[config.mk]
export PLATFORM = sky130hd
export DESIGN_NAME = si_dequantizer_seq_flat
export DESIGN_NICKNAME = d
export VERILOG_FILES = /design/src/rtl/si_dequantizer_seq_if.sv /design/src/rtl/si_dequantizer_seq.sv /design/src/flat_wrapper.sv
export SDC_FILE = /design/constraint.sdc
export NUM_CORES = 1
export LEC_CHECK = 0
export ABC_AREA = 1
export CAP_MARGIN = 20
export CORE_MARGIN = 2
export CORE_UTILIZATION = 35
export CTS_BUF_LIST = sky130_fd_sc_hd__clkbuf_4
export DETAILED_ROUTE_END_ITERATION = 10
export GPL_TIMING_DRIVEN = 0
export SETUP_SLACK_MARGIN = 0.2
export SYNTH_ARGS = -nofsm -noshare
export SYNTH_HDL_FRONTEND = slang
export SYNTH_SLANG_ARGS = --single-unit
export TNS_END_PERCENT = 1
[constraint.sdc]
create_clock -name clk -period 3 [get_ports clk]
set_input_delay 0.6 -clock clk [delete_from_list [all_inputs] [get_ports clk]]
set_output_delay 0.6 -clock clk [all_outputs]
set_load 0.005 [all_outputs]
[src/rtl/si_dequantizer_seq_if.sv]
`default_nettype none
// ============================================================================
// Module      : si_dequantizer_seq_if
// Description : Valid/ready handshake bundle for the sequential dequantizer.
//               Input side carries the quantized value, output side carries
//               the wide-domain result and its saturation flag.
// Ports       : in_data/in_valid/in_ready   - quantized input channel
//               out_data/out_valid/out_ready - dequantized output channel
//               out_sat                      - result was clamped
// Revision    : 1.0 - initial release
// ============================================================================
interface si_dequantizer_seq_if #(
    parameter int N_IN  = 8,
    parameter int N_OUT = 32
);
    logic [N_IN-1:0]  in_data;
    logic             in_valid;
    logic             in_ready;
    logic [N_OUT-1:0] out_data;
    logic             out_valid;
    logic             out_ready;
    logic             out_sat;

    // Producer/consumer side (drives inputs, samples results).
    modport master (
        output in_data, in_valid, out_ready,
        input  in_ready, out_data, out_valid, out_sat
    );

    // Dequantizer side.
    modport slave (
        input  in_data, in_valid, out_ready,
        output in_ready, out_data, out_valid, out_sat
    );
endinterface
`default_nettype wire

[src/rtl/si_dequantizer_seq.sv]
`default_nettype none
// ============================================================================
// Module      : si_dequantizer_seq
// Description : Sequential dequantizer. Computes
//               (in - OFFSET) * M1_0Q32 * 2^SHIFT / 2^32, rounded half away
//               from zero and saturated to N_OUT bits, using a bit-serial
//               shift-add multiplier (one magnitude bit per cycle).
// Ports       : clk    - rising-edge clock
//               rst_n  - asynchronous active-low reset
//               bus    - slave side of si_dequantizer_seq_if
//                        (in_data/in_valid/in_ready, out_data/out_valid/
//                         out_ready/out_sat)
// Revision    : 1.0 - initial release
// ============================================================================
module si_dequantizer_seq #(
    parameter int          N_IN    = 8,
    parameter int          N_OUT   = 32,
    parameter logic [31:0] M1_0Q32 = 32'h8000_0000,
    parameter int          SHIFT   = 10,
    parameter int          OFFSET  = 22
) (
    input  logic               clk,
    input  logic               rst_n,
    si_dequantizer_seq_if.slave bus
);

    localparam int AW = N_IN + 32;              // accumulator width
    localparam int MW = AW + 1;                 // rounded magnitude width
    localparam int CW = (N_IN > 1) ? $clog2(N_IN) : 1;

    localparam logic [N_IN:0]    c_OFF_EXT = (N_IN+1)'(OFFSET);
    localparam logic [MW-1:0]    c_POS_LIM = (MW'(1) << (N_OUT-1)) - MW'(1);
    localparam logic [MW-1:0]    c_NEG_LIM = MW'(1) << (N_OUT-1);
    localparam logic [N_OUT-1:0] c_MAX     = {1'b0, {(N_OUT-1){1'b1}}};
    localparam logic [N_OUT-1:0] c_MIN     = {1'b1, {(N_OUT-1){1'b0}}};
    localparam logic [CW-1:0]    c_LAST    = CW'(N_IN - 1);

    typedef enum logic [1:0] {
        S_IDLE = 2'd0,
        S_MUL  = 2'd1,
        S_FIN  = 2'd2,
        S_HOLD = 2'd3
    } state_t;

    state_t            state_q, state_d;
    logic              neg_q, neg_d;
    logic [N_IN-1:0]   mag_q, mag_d;
    logic [AW-1:0]     mcand_q, mcand_d;
    logic [AW-1:0]     acc_q, acc_d;
    logic [CW-1:0]     cnt_q, cnt_d;
    logic [N_OUT-1:0]  out_data_q, out_data_d;
    logic              out_valid_q, out_valid_d;
    logic              out_sat_q, out_sat_d;

    // Zero-point removal at N_IN+1 bits so the full difference range fits.
    logic [N_IN:0]     w_diff;
    logic [N_IN-1:0]   w_mag;
    // Rounding: keep the bits above 2^(32-SHIFT), add the first dropped bit.
    // Working on the magnitude makes this half-away-from-zero for both signs.
    logic [AW-1:0]     w_q;
    logic              w_r;
    logic [MW-1:0]     w_m;

    assign w_diff = {bus.in_data[N_IN-1], bus.in_data} - c_OFF_EXT;
    assign w_mag  = w_diff[N_IN] ? N_IN'(-w_diff) : w_diff[N_IN-1:0];
    assign w_q    = acc_q >> (32 - SHIFT);
    assign w_r    = acc_q[31 - SHIFT];
    assign w_m    = {1'b0, w_q} + MW'(w_r);

    always_ff @(posedge clk or negedge rst_n) begin
        if (!rst_n) begin
            state_q     <= S_IDLE;
            neg_q       <= 1'b0;
            mag_q       <= '0;
            mcand_q     <= '0;
            acc_q       <= '0;
            cnt_q       <= '0;
            out_data_q  <= '0;
            out_valid_q <= 1'b0;
            out_sat_q   <= 1'b0;
        end else begin
            state_q     <= state_d;
            neg_q       <= neg_d;
            mag_q       <= mag_d;
            mcand_q     <= mcand_d;
            acc_q       <= acc_d;
            cnt_q       <= cnt_d;
            out_data_q  <= out_data_d;
            out_valid_q <= out_valid_d;
            out_sat_q   <= out_sat_d;
        end
    end

    always_comb begin
        state_d     = state_q;
        neg_d       = neg_q;
        mag_d       = mag_q;
        mcand_d     = mcand_q;
        acc_d       = acc_q;
        cnt_d       = cnt_q;
        out_data_d  = out_data_q;
        out_valid_d = out_valid_q;
        out_sat_d   = out_sat_q;

        case (state_q)
            S_IDLE: begin
                if (bus.in_valid) begin
                    neg_d   = w_diff[N_IN];
                    mag_d   = w_mag;
                    mcand_d = AW'(M1_0Q32);
                    acc_d   = '0;
                    cnt_d   = '0;
                    state_d = S_MUL;
                end
            end
            S_MUL: begin
                // LSB-first: the multiplicand doubles as the magnitude is
                // consumed, so no variable shifter is needed.
                if (mag_q[0]) begin
                    acc_d = acc_q + mcand_q;
                end
                mag_d   = mag_q >> 1;
                mcand_d = mcand_q << 1;
                cnt_d   = cnt_q + CW'(1);
                if (cnt_q == c_LAST) begin
                    state_d = S_FIN;
                end
            end
            S_FIN: begin
                out_sat_d = 1'b0;
                if (!neg_q) begin
                    if (w_m > c_POS_LIM) begin
                        out_data_d = c_MAX;
                        out_sat_d  = 1'b1;
                    end else begin
                        out_data_d = w_m[N_OUT-1:0];
                    end
                end else begin
                    // Magnitude 2^(N_OUT-1) is exactly MIN and not a clamp.
                    if (w_m > c_NEG_LIM) begin
                        out_data_d = c_MIN;
                        out_sat_d  = 1'b1;
                    end else begin
                        out_data_d = (~w_m[N_OUT-1:0]) + N_OUT'(1);
                    end
                end
                out_valid_d = 1'b1;
                state_d     = S_HOLD;
            end
            S_HOLD: begin
                if (bus.out_ready) begin
                    out_valid_d = 1'b0;
                    state_d     = S_IDLE;
                end
            end
            default: begin
                state_d = S_IDLE;
            end
        endcase
    end

    // All outputs come from registers; in_ready is decoded from state only.
    assign bus.in_ready  = (state_q == S_IDLE);
    assign bus.out_valid = out_valid_q;
    assign bus.out_data  = out_data_q;
    assign bus.out_sat   = out_sat_q;

endmodule
`default_nettype wire

[src/flat_wrapper.sv]
// flat-port wrapper written by rule: the top's interface ports become plain ports
module si_dequantizer_seq_flat 
#(
    parameter int          N_IN    = 8,
    parameter int          N_OUT   = 32,
    parameter logic [31:0] M1_0Q32 = 32'h8000_0000,
    parameter int          SHIFT   = 10,
    parameter int          OFFSET  = 22
)
  (clk, rst_n, bus_in_data, bus_in_valid, bus_out_ready, bus_in_ready, bus_out_data, bus_out_valid, bus_out_sat);
  si_dequantizer_seq_if #(.N_IN(N_IN), .N_OUT(N_OUT)) bus_i ();
  input  logic clk;
  input  logic rst_n;
  input wire logic [$bits(bus_i.in_data)-1:0] bus_in_data;
  input wire logic [$bits(bus_i.in_valid)-1:0] bus_in_valid;
  input wire logic [$bits(bus_i.out_ready)-1:0] bus_out_ready;
  output wire logic [$bits(bus_i.in_ready)-1:0] bus_in_ready;
  output wire logic [$bits(bus_i.out_data)-1:0] bus_out_data;
  output wire logic [$bits(bus_i.out_valid)-1:0] bus_out_valid;
  output wire logic [$bits(bus_i.out_sat)-1:0] bus_out_sat;
  assign bus_i.in_data = bus_in_data;
  assign bus_i.in_valid = bus_in_valid;
  assign bus_i.out_ready = bus_out_ready;
  assign bus_in_ready = bus_i.in_ready;
  assign bus_out_data = bus_i.out_data;
  assign bus_out_valid = bus_i.out_valid;
  assign bus_out_sat = bus_i.out_sat;
  si_dequantizer_seq #(.N_IN(N_IN), .N_OUT(N_OUT), .M1_0Q32(M1_0Q32), .SHIFT(SHIFT), .OFFSET(OFFSET)) u_core (.clk(clk), .rst_n(rst_n), .bus(bus_i));
endmodule
Word-level counts from Yosys, hierarchy flattened
Cells that the tools add are included.
{"block": "word_totals", "out_inout_bits": 35, "elab_cells": 56, "regBits": 128, "in_bits": 12}
{"block": "classes", "n_eq_ne": 8, "mux": 22, "n_addsub": 6, "n_lt_le_gt_ge": 2, "bitwise": 1, "n_reduce_logical": 8}
{"cell": "case mux 40 bit (2 select lines)", "count": 2}
{"cell": "two-way mux 40 bit", "count": 3}
{"cell": "two-way mux 32 bit", "count": 3}
{"cell": "> comparator 41 x 31 -> 1 bit, second input constant", "count": 1}
{"cell": "> comparator 41 x 32 -> 1 bit, second input constant", "count": 1}
{"cell": "adder 40 bit", "count": 1}
{"cell": "adder 32 x 1 -> 32 bit, second input constant", "count": 1}
{"cell": "NOT 32 bit", "count": 1}
{"cell": "adder 18 x 1 -> 19 bit", "count": 1}
{"cell": "two-way mux 8 bit", "count": 2}
{"cell": "case mux 8 bit (2 select lines)", "count": 1}
{"cell": "subtractor 8 x 6 -> 9 bit, second input constant", "count": 1}
{"cell": "negation 8 bit", "count": 1}
{"cell": "case mux 2 bit (4 select lines)", "count": 1}
{"cell": "two-way mux 2 bit", "count": 3}
{"cell": "case mux 3 bit (2 select lines)", "count": 1}
{"cell": "AND reduction 2 bit", "count": 3}
{"cell": "AND reduction 3 bit", "count": 2}
{"cell": "== test 2 bit, second input constant", "count": 2}
{"cell": "two-way mux 1 bit", "count": 4}
{"cell": "inequality test 2 x 1 -> 1 bit, second input constant", "count": 2}
{"cell": "inequality test 2 bit, second input constant", "count": 2}
{"cell": "nonzero test 2 bit", "count": 2}
{"cell": "adder 3 x 1 -> 3 bit, second input constant", "count": 1}
{"cell": "other kinds (5)", "count": 5}

Depth between registers and ports, before layout
Gate-level depths: netlist of the first run.
{"block": "logic_depth", "ltp_word": 5, "ltp_mapped": 12, "depth_no_buf": 12}

Worst setup path after synthesis of the first run
No wires, ideal clock.
{"block": "synth_timing", "path_type": "input-to-reg", "from": "input port bus_in_data[1]", "to": "register u_core.mag_q[6]", "arrival_ps": 1483, "setup_slack_ps": 1401, "stages": 9, "required_time_ps": 2884, "cell_sequence": "ha_1 -> nor2_1 -> nand3_1 -> nor2_1 -> nand2_1 -> nand3_1 -> nand3_1 -> nand2_1 -> nand2_1"}
{"block": "synth_via", "elab_chain_cells": 5}
{"item": "from (decl)", "line": "flat_wrapper.sv:14", "text": "input wire logic [$bits(bus_i.in_data)-1:0] bus_in_data;"}
{"item": "subtractor 8 x 6 -> 9 bit *", "line": "si_dequantizer_seq.sv:64", "text": "assign w_diff = {bus.in_data[N_IN-1], bus.in_data} - c_OFF_EXT;"}
{"item": "negation 8 bit", "line": "si_dequantizer_seq.sv:65", "text": "assign w_mag = w_diff[N_IN] ? N_IN'(-w_diff) : w_diff[N_IN-1:0];"}
{"item": "two-way mux 8 bit *", "line": "si_dequantizer_seq.sv:65"}
{"item": "two-way mux 8 bit *", "line": "si_dequantizer_seq.sv:107", "text": "if (bus.in_valid) begin"}
{"item": "case mux 8 bit (2 select lines) *", "line": "si_dequantizer_seq.sv:105", "text": "case (state_q)"}
{"item": "to (signal assigned)", "line": "si_dequantizer_seq.sv:84", "text": "mag_q <= mag_d;"}
{"item": "to (decl)", "line": "si_dequantizer_seq.sv:47", "text": "logic [N_IN-1:0] mag_q, mag_d;"}
Mark *: on every way between the ends. The rest lies on a longest branch, timed or not. The select of a mux whose other input is x is not followed.
A chain may end at the register's enable or synchronous reset.

Worst setup path after layout of the first run
{"block": "layout_timing", "from": "register u_core.state_q[0]", "to": "output port bus_in_ready"}
{"block": "layout_via", "elab_chain_cells": 1}
{"item": "from (decl)", "line": "si_dequantizer_seq.sv:45", "text": "state_t state_q, state_d;"}
{"item": "from (signal assigned)", "line": "si_dequantizer_seq.sv:82", "text": "state_q <= state_d;"}
{"item": "logical NOT 2 bit", "line": "si_dequantizer_seq.sv:163", "text": "assign bus.in_ready = (state_q == S_IDLE);"}
{"item": "to (decl)", "line": "flat_wrapper.sv:17", "text": "output wire logic [$bits(bus_i.in_ready)-1:0] bus_in_ready;"}
Every way passes these cells.

==> results.json, run 1 <==
{
  "post-dp-hpwl_mm": 4.67,
  "clkSlewWorstSetupHoldPaths_ps": 150,
  "dpl.cell_count": 523,
  "r2r_start": "u_core.acc_q[32]",
  "multi_input_area_mm2": 0.00141,
  "cp_num_buf_inv": 2,
  "synth-seq-cells": 51,
  "seq_area_frac_synth_pct": 42.8,
  "dr.first_iter.drc_count": 107,
  "required_ps": 2400,
  "crit_path_cell_trace": "inv_1 -> ha_1 -> clkdlybuf4s50_1",
  "max-cap-violations": 0,
  "synth_ff_type": "dfrtp_1",
  "whs_ps": 175,
  "drc": 0,
  "core_mm2": 0.00822,
  "seqCellArea_mm2": 0.00128,
  "cts_resized": 0,
  "syn_inst": 372,
  "wl_mm": 5.94,
  "rsz0062_at_grt": "no",
  "reg2reg_depth": 7,
  "cts_sinks": 51,
  "fin_setup_tns_ps": 0,
  "io_pins": 47,
  "outcome": "complete, no violations",
  "grt_usage_pct": 13.5,
  "cts_setup_buffers": 0,
  "cp-start-kind": "flop",
  "synth_top_area_share_pct": 42.8,
  "critPathSlowestCell": "clkdlybuf4s50_1",
  "fin_total_pwr_mw": 3.21,
  "routabilityCongestion": 0.822,
  "p_per_area_mw_per_mm2": 890,
  "clk_latency_ps": 370,
  "slowest_delay_ps": 540,
  "via_per_inst": 4.59,
  "num_antenna_cells": 0,
  "htree_levels": 2,
  "async_flop_share_pct": 100,
  "finish.utilization_pct": 43.8,
  "finalCritPeriodShare_pct": 77.5,
  "min_period_ps": 2330,
  "grt_pass1_wl_mm": 9.85,
  "grt.overflow.total": 0,
  "antenna_left": 0,
  "startpoint": "u_core.state_q[0]",
  "die_w_um": 96.3,
  "hold_class": "primary input to asynchronous set/reset pin",
  "synth_common_cells": "nand2_1 (102), dfrtp_1 (51), inv_1 (44), o21ai_0 (26), nor2_1 (22)",
  "hold_buffers": 0,
  "worstSetupEndpointType": "output pin",
  "num_rows": 33,
  "via_count": 2438,
  "die_area_mm2": 0.00927,
  "synth_area_mm2": 0.00298,
  "cts_buffer_depth": 2,
  "syn_avg_cell_area_um2": 8.01,
  "cts_tree": "yes",
  "fillers": 843,
  "path_delay_family": "buffers and inverters",
  "grt_max_degree": 32,
  "wl_per_cell_um": 11.2,
  "final-max-slew-violation-count": 0,
  "fmax_mhz": 430,
  "placed_area_mm2": 0.00352,
  "finalSetupViolCount": 0,
  "synth_cell_types": 33,
  "start_util_pct": 36.3,
  "p_leak_nw": 1.85,
  "dr.pass1.iters": 4,
  "stdcell_count": 531,
  "yosysWarnings": 0,
  "layout.nets": 457,
  "synth_top_cells_by_area": "dfrtp_1 (43%), nand2_1 (13%), ha_1 (8.0%), inv_1 (5.5%), o21ai_0 (4.4%)",
  "die_h_um": 96.3,
  "cts-buffers-inserted": 5,
  "areaGrowthSynthToFinish_pct": 20.9,
  "cp.depth": 3,
  "synth_edf_count": 0,
  "first_global_vias": 2237,
  "setup_ws_ps": 674,
  "post-route-cell-area_mm2": 0.00360,
  "irDropWorstVdd_v": 0.000321,
  "fin_skew_ps": 9.48,
  "path_max_fanout": 5,
  "port_buffers": 36,
  "arrival_ps": 1730,
  "hold_viol_final": 0,
  "synth.most_common_cell": "nand2_1",
  "antenna_found_initial": 0,
  "root_buffer": "clkbuf_4",
  "place_ws_ps": 687,
  "synth_top_cell_by_area": "dfrtp_1",
  "drive_gt1_share_pct": 8.45,
  "path_class": "flop to output pin"
}
-- layout make-up --
type | instances | area share, %
clock buffer | 5 | 1.04
timing repair buffer | 37 | 10.4
sequential | 51 | 35.4
multi-input combinational | 260 | 39.1
tap | 105 | 3.65
clock inverter | 3 | 1.22
buffer | 21 | 3.92
inverter | 49 | 5.18
-- worst register-to-register path: stages, from the launching register on --
cell     delay (ps)
dfrtp_1         430
inv_1           150
ha_1            230
nand4_1         140
nor3_1          330
ha_1            320
nor2_1          100
o21ai_0          90
-- where the power goes --
part	switching [mW]	internal, mW
logic	0.987	0.704
clock network	0.216	0.176
registers	0.175	0.948
total	1.38	1.83
-- cell usage in the layout (no fill, tap or decap), types with 2 or more instances in the layout --
| cell | Yosys | final |
|---|---|---|
| nand2_1 | 102 | 102 |
| dfrtp_1 | 51 | 51 |
| inv_1 | 44 | 44 |
| clkdlybuf4s50_1 | 0 | 35 |
| o21ai_0 | 26 | 26 |
| nor2_1 | 22 | 22 |
| nand3_1 | 20 | 20 |
| ha_1 | 19 | 19 |
| a21oi_1 | 16 | 16 |
| buf_4 | 16 | 16 |
| o22ai_1 | 11 | 11 |
| conb_1 | 1 | 10 |
| xor2_1 | 6 | 6 |
| nand4_1 | 5 | 5 |
| o211ai_1 | 5 | 5 |
| clkbuf_4 | 0 | 5 |
| inv_2 | 3 | 3 |
| buf_2 | 2 | 3 |
| clkbuf_1 | 3 | 3 |
| o21ai_1 | 3 | 3 |
| xnor2_1 | 2 | 2 |
| a22o_1 | 2 | 2 |
-- state kept, by name (all words and copies together) (netlist names) --
name / cells
u_core.bus.out_data: 18
u_core.acc_q: 9
u_core.mcand_q: 9
u_core.mag_q: 8
u_core.cnt_q: 3
u_core.state_q: 2
u_core.bus.out_valid: 1
u_core.neg_q: 1
-- final timing paths --
check                                                to  slack [ps]
worst max-delay path                       bus_in_ready         670
worst min-delay path                 u_core.mcand_q[36]         170
worst max register to register  u_core.bus.out_data[17]        1110
min in group clk                        u_core.cnt_q[0]         490
max in group asynchronous       u_core.bus.out_data[17]        2300
worst min register to register          u_core.cnt_q[0]         490
-- metal layers --
metal | up-vias | GRT usage (%) | routed length (um)
met3 | 5 | 2.43 | 263
met5 | - | 0 | 0
met1 | 1096 | 16.7 | 2740
met4 | 0 | 3.93 | 76
met2 | 51 | 23.8 | 2860
li1 | 1286 | - | -
-- logic make-up after synthesis --
logic type / Yosys count / share of synthesized area (%)
and+or+nand+nor: 152 / 21.2
xor gates and xnor gates: 8 / 2.35
adders and majority gates: 20 / 8.65
buffers and inverters: 70 / 11.0
AOI/OAI and AO/OA: 70 / 13.8
DFF: 51 / 42.8
other: 1 / 0.126
Note: power is estimated with default switching activity, not from simulation.
==> run 2: changes to the inputs <==
==> constraint.sdc (replaced) <==
create_clock -name clk -period 2.2 [get_ports clk]
set_input_delay 0.44 -clock clk [delete_from_list [all_inputs] [get_ports clk]]
set_output_delay 0.44 -clock clk [all_outputs]
set_load 0.005 [all_outputs]
==> run 2 against run 1 <==
Compared with the run above: clock power up 38%; sequential power grew 37%; routed wire length up 1.0%; global-route usage grew 0.20 points; combinational power increased by 41%; critical path depth up 4; first-iteration DRC count up 3.7%; critical path type is now flop to flop; total power is 39% higher; clock skew is 2.5 ps higher; worst setup slack worse by 360 ps; highest routed layer unchanged.
==> results.json, run 2 (same netlist as run 1, synthesis figures left out) <==
{
  "min_period_ps": 1880,
  "stdcell_count": 534,
  "worstSetupEndpointType": "flop",
  "via_per_inst": 4.61,
  "placed_area_mm2": 0.00352,
  "finish.utilization_pct": 44.3,
  "htree_levels": 2,
  "drc": 0,
  "fin_setup_tns_ps": 0,
  "core_mm2": 0.00822,
  "grt_pass1_wl_mm": 10.0,
  "post-dp-hpwl_mm": 4.67,
  "slowest_delay_ps": 430,
  "cts-buffers-inserted": 5,
  "swShare_pct": 42.9,
  "via_count": 2462,
  "start_util_pct": 36.3,
  "areaGrowthSynthToFinish_pct": 22.2,
  "power_frac_seq_pct": 34.4,
  "crit_path_cell_trace": "buf_4 -> ha_1 -> inv_2 -> clkbuf_1 -> nand2_1 -> o211ai_1 -> o21ai_0",
  "fin_total_pwr_mw": 4.45,
  "largest_register_ffs": 18,
  "first_global_vias": 2275,
  "critPathSlowestCell": "dfrtp_1",
  "p_clk_share_pct": 12.1,
  "layout_common_cells": "nand2_1 (102), dfrtp_1 (51), inv_1 (42)",
  "groute.layer.met2.usage_pct": 24.4,
  "multi_input_area_mm2": 0.00143,
  "die_h_um": 96.3,
  "met3_usage_pct": 2.43,
  "arrival_ps": 2140,
  "clk_latency_ps": 370,
  "finalSetupViolCount": 0,
  "p_int_mw": 2.54,
  "port_buffers": 36,
  "hold_viol_final": 0,
  "p_per_area_mw_per_mm2": 1220,
  "wl_per_cell_um": 11.2,
  "cts_tree": "yes",
  "clkSlewWorstSetupHoldPaths_ps": 150,
  "antenna_found_initial": 0,
  "max-cap-violations": 0,
  "place_ws_ps": 47.0,
  "grt_usage_pct": 13.7,
  "grt_max_degree": 32,
  "dr.pass1.iters": 4,
  "seqCellArea_mm2": 0.00128,
  "wl_mm": 6.00,
  "fin_skew_ps": 12.0,
  "required_ps": 2450,
  "final-max-slew-violation-count": 0,
  "antenna_left": 0,
  "dpl.cell_count": 523,
  "whs_ps": 12.8,
  "path_class": "flop to flop",
  "outcome": "complete, no violations",
  "rsz0062_at_grt": "yes",
  "cp-start-kind": "flop",
  "die_area_mm2": 0.00927,
  "power_switching_mw": 1.91,
  "hold_buffers": 0,
  "num_rows": 33,
  "max_slew_margin_pct": 66.7,
  "post-route-cell-area_mm2": 0.00364,
  "drive_gt1_share_pct": 10.0,
  "layout.nets": 460,
  "path_max_fanout": 10,
  "fillers": 840,
  "io_pins": 47,
  "hold_class": "primary input to asynchronous set/reset pin",
  "routabilityCongestion": 0.822,
  "cts_sinks": 51,
  "cts_buffer_depth": 2,
  "grt_busiest_layer": "met2",
  "p_leak_nw": 1.87,
  "root_buffer": "clkbuf_4",
  "p_comb_share_pct": 53.5,
  "final_common_cell": "nand2_1",
  "grt_use_met1_pct": 16.9,
  "grt.overflow.total": 0,
  "irDropWorstVdd_v": 0.000445,
  "worst_pin_slew_ps": 500,
  "setup_ws_ps": 317,
  "finalCritPeriodShare_pct": 85.6,
  "fmax_mhz": 531,
  "dr.first_iter.drc_count": 111,
  "num_antenna_cells": 0,
  "die_w_um": 96.3
}
run 2: cell count changes in the layout (fill, tap and decap cells not counted), sizes merged:
cell | before | now
buf | 20 | 23
clkdlybuf4s50 | 35 | 34
dlygate4sd2 | 0 | 1
run 2: worst max-delay path: cells and delay by family (launching register included):
| kind | cells | cell delay [ps] |
|---|---|---|
| compound gates | 2 | 220 |
| fa+ha+maj | 1 | 300 |
| buf+inv | 3 | 680 |
| flops | 1 | 430 |
| simple gates | 1 | 130 |
run 2: final timing paths:
path,end,startpoint,cells past startpoint,slack (ps)
max in group asynchronous,u_core.bus.out_data[17],rst_n,2,1660
min in group clk,u_core.cnt_q[0],u_core.cnt_q[0],1,490
worst min-delay path,u_core.mcand_q[36],rst_n,1,10
worst min register to register,u_core.cnt_q[0],u_core.cnt_q[0],1,490
worst max-delay path,u_core.mag_q[0],u_core.state_q[0],7,320
worst max register to register,u_core.mag_q[0],u_core.state_q[0],7,320
run 2: layout make-up:
class | instances | area share (%)
plain buffers | 21 | 3.88
clock buffers | 5 | 1.03
clock inverters | 3 | 1.20
inverters | 49 | 5.12
multi-input cells | 260 | 39.2
flip-flops and latches | 51 | 35.1
well taps | 105 | 3.61
repair buffers | 40 | 10.9
run 2: repair_timing:
item	4_1_cts	5_1_grt
endpoints found under the setup margin	1	3
resized for setup	5	1
hold endpoints to repair	0	0
setup buffers	3	0
run 2: per-layer routing:
layer / vias up / part of all wire, %
met5: - / 0
met2: 55 / 49
met1: 1110 / 45
met4: 0 / 1.3
met3: 5 / 4.7
li1: 1292 / -
run 2: power by group through the flow:
stage	registers, mW	clock network, mW	logic (mW)
after floorplan	1.51	0	1.60
after global placement	1.55	0	2.24
after detailed placement	1.55	0	2.31
after CTS	1.53	0.560	2.38
after global routing	1.58	0.597	2.72
final	1.53	0.539	2.38
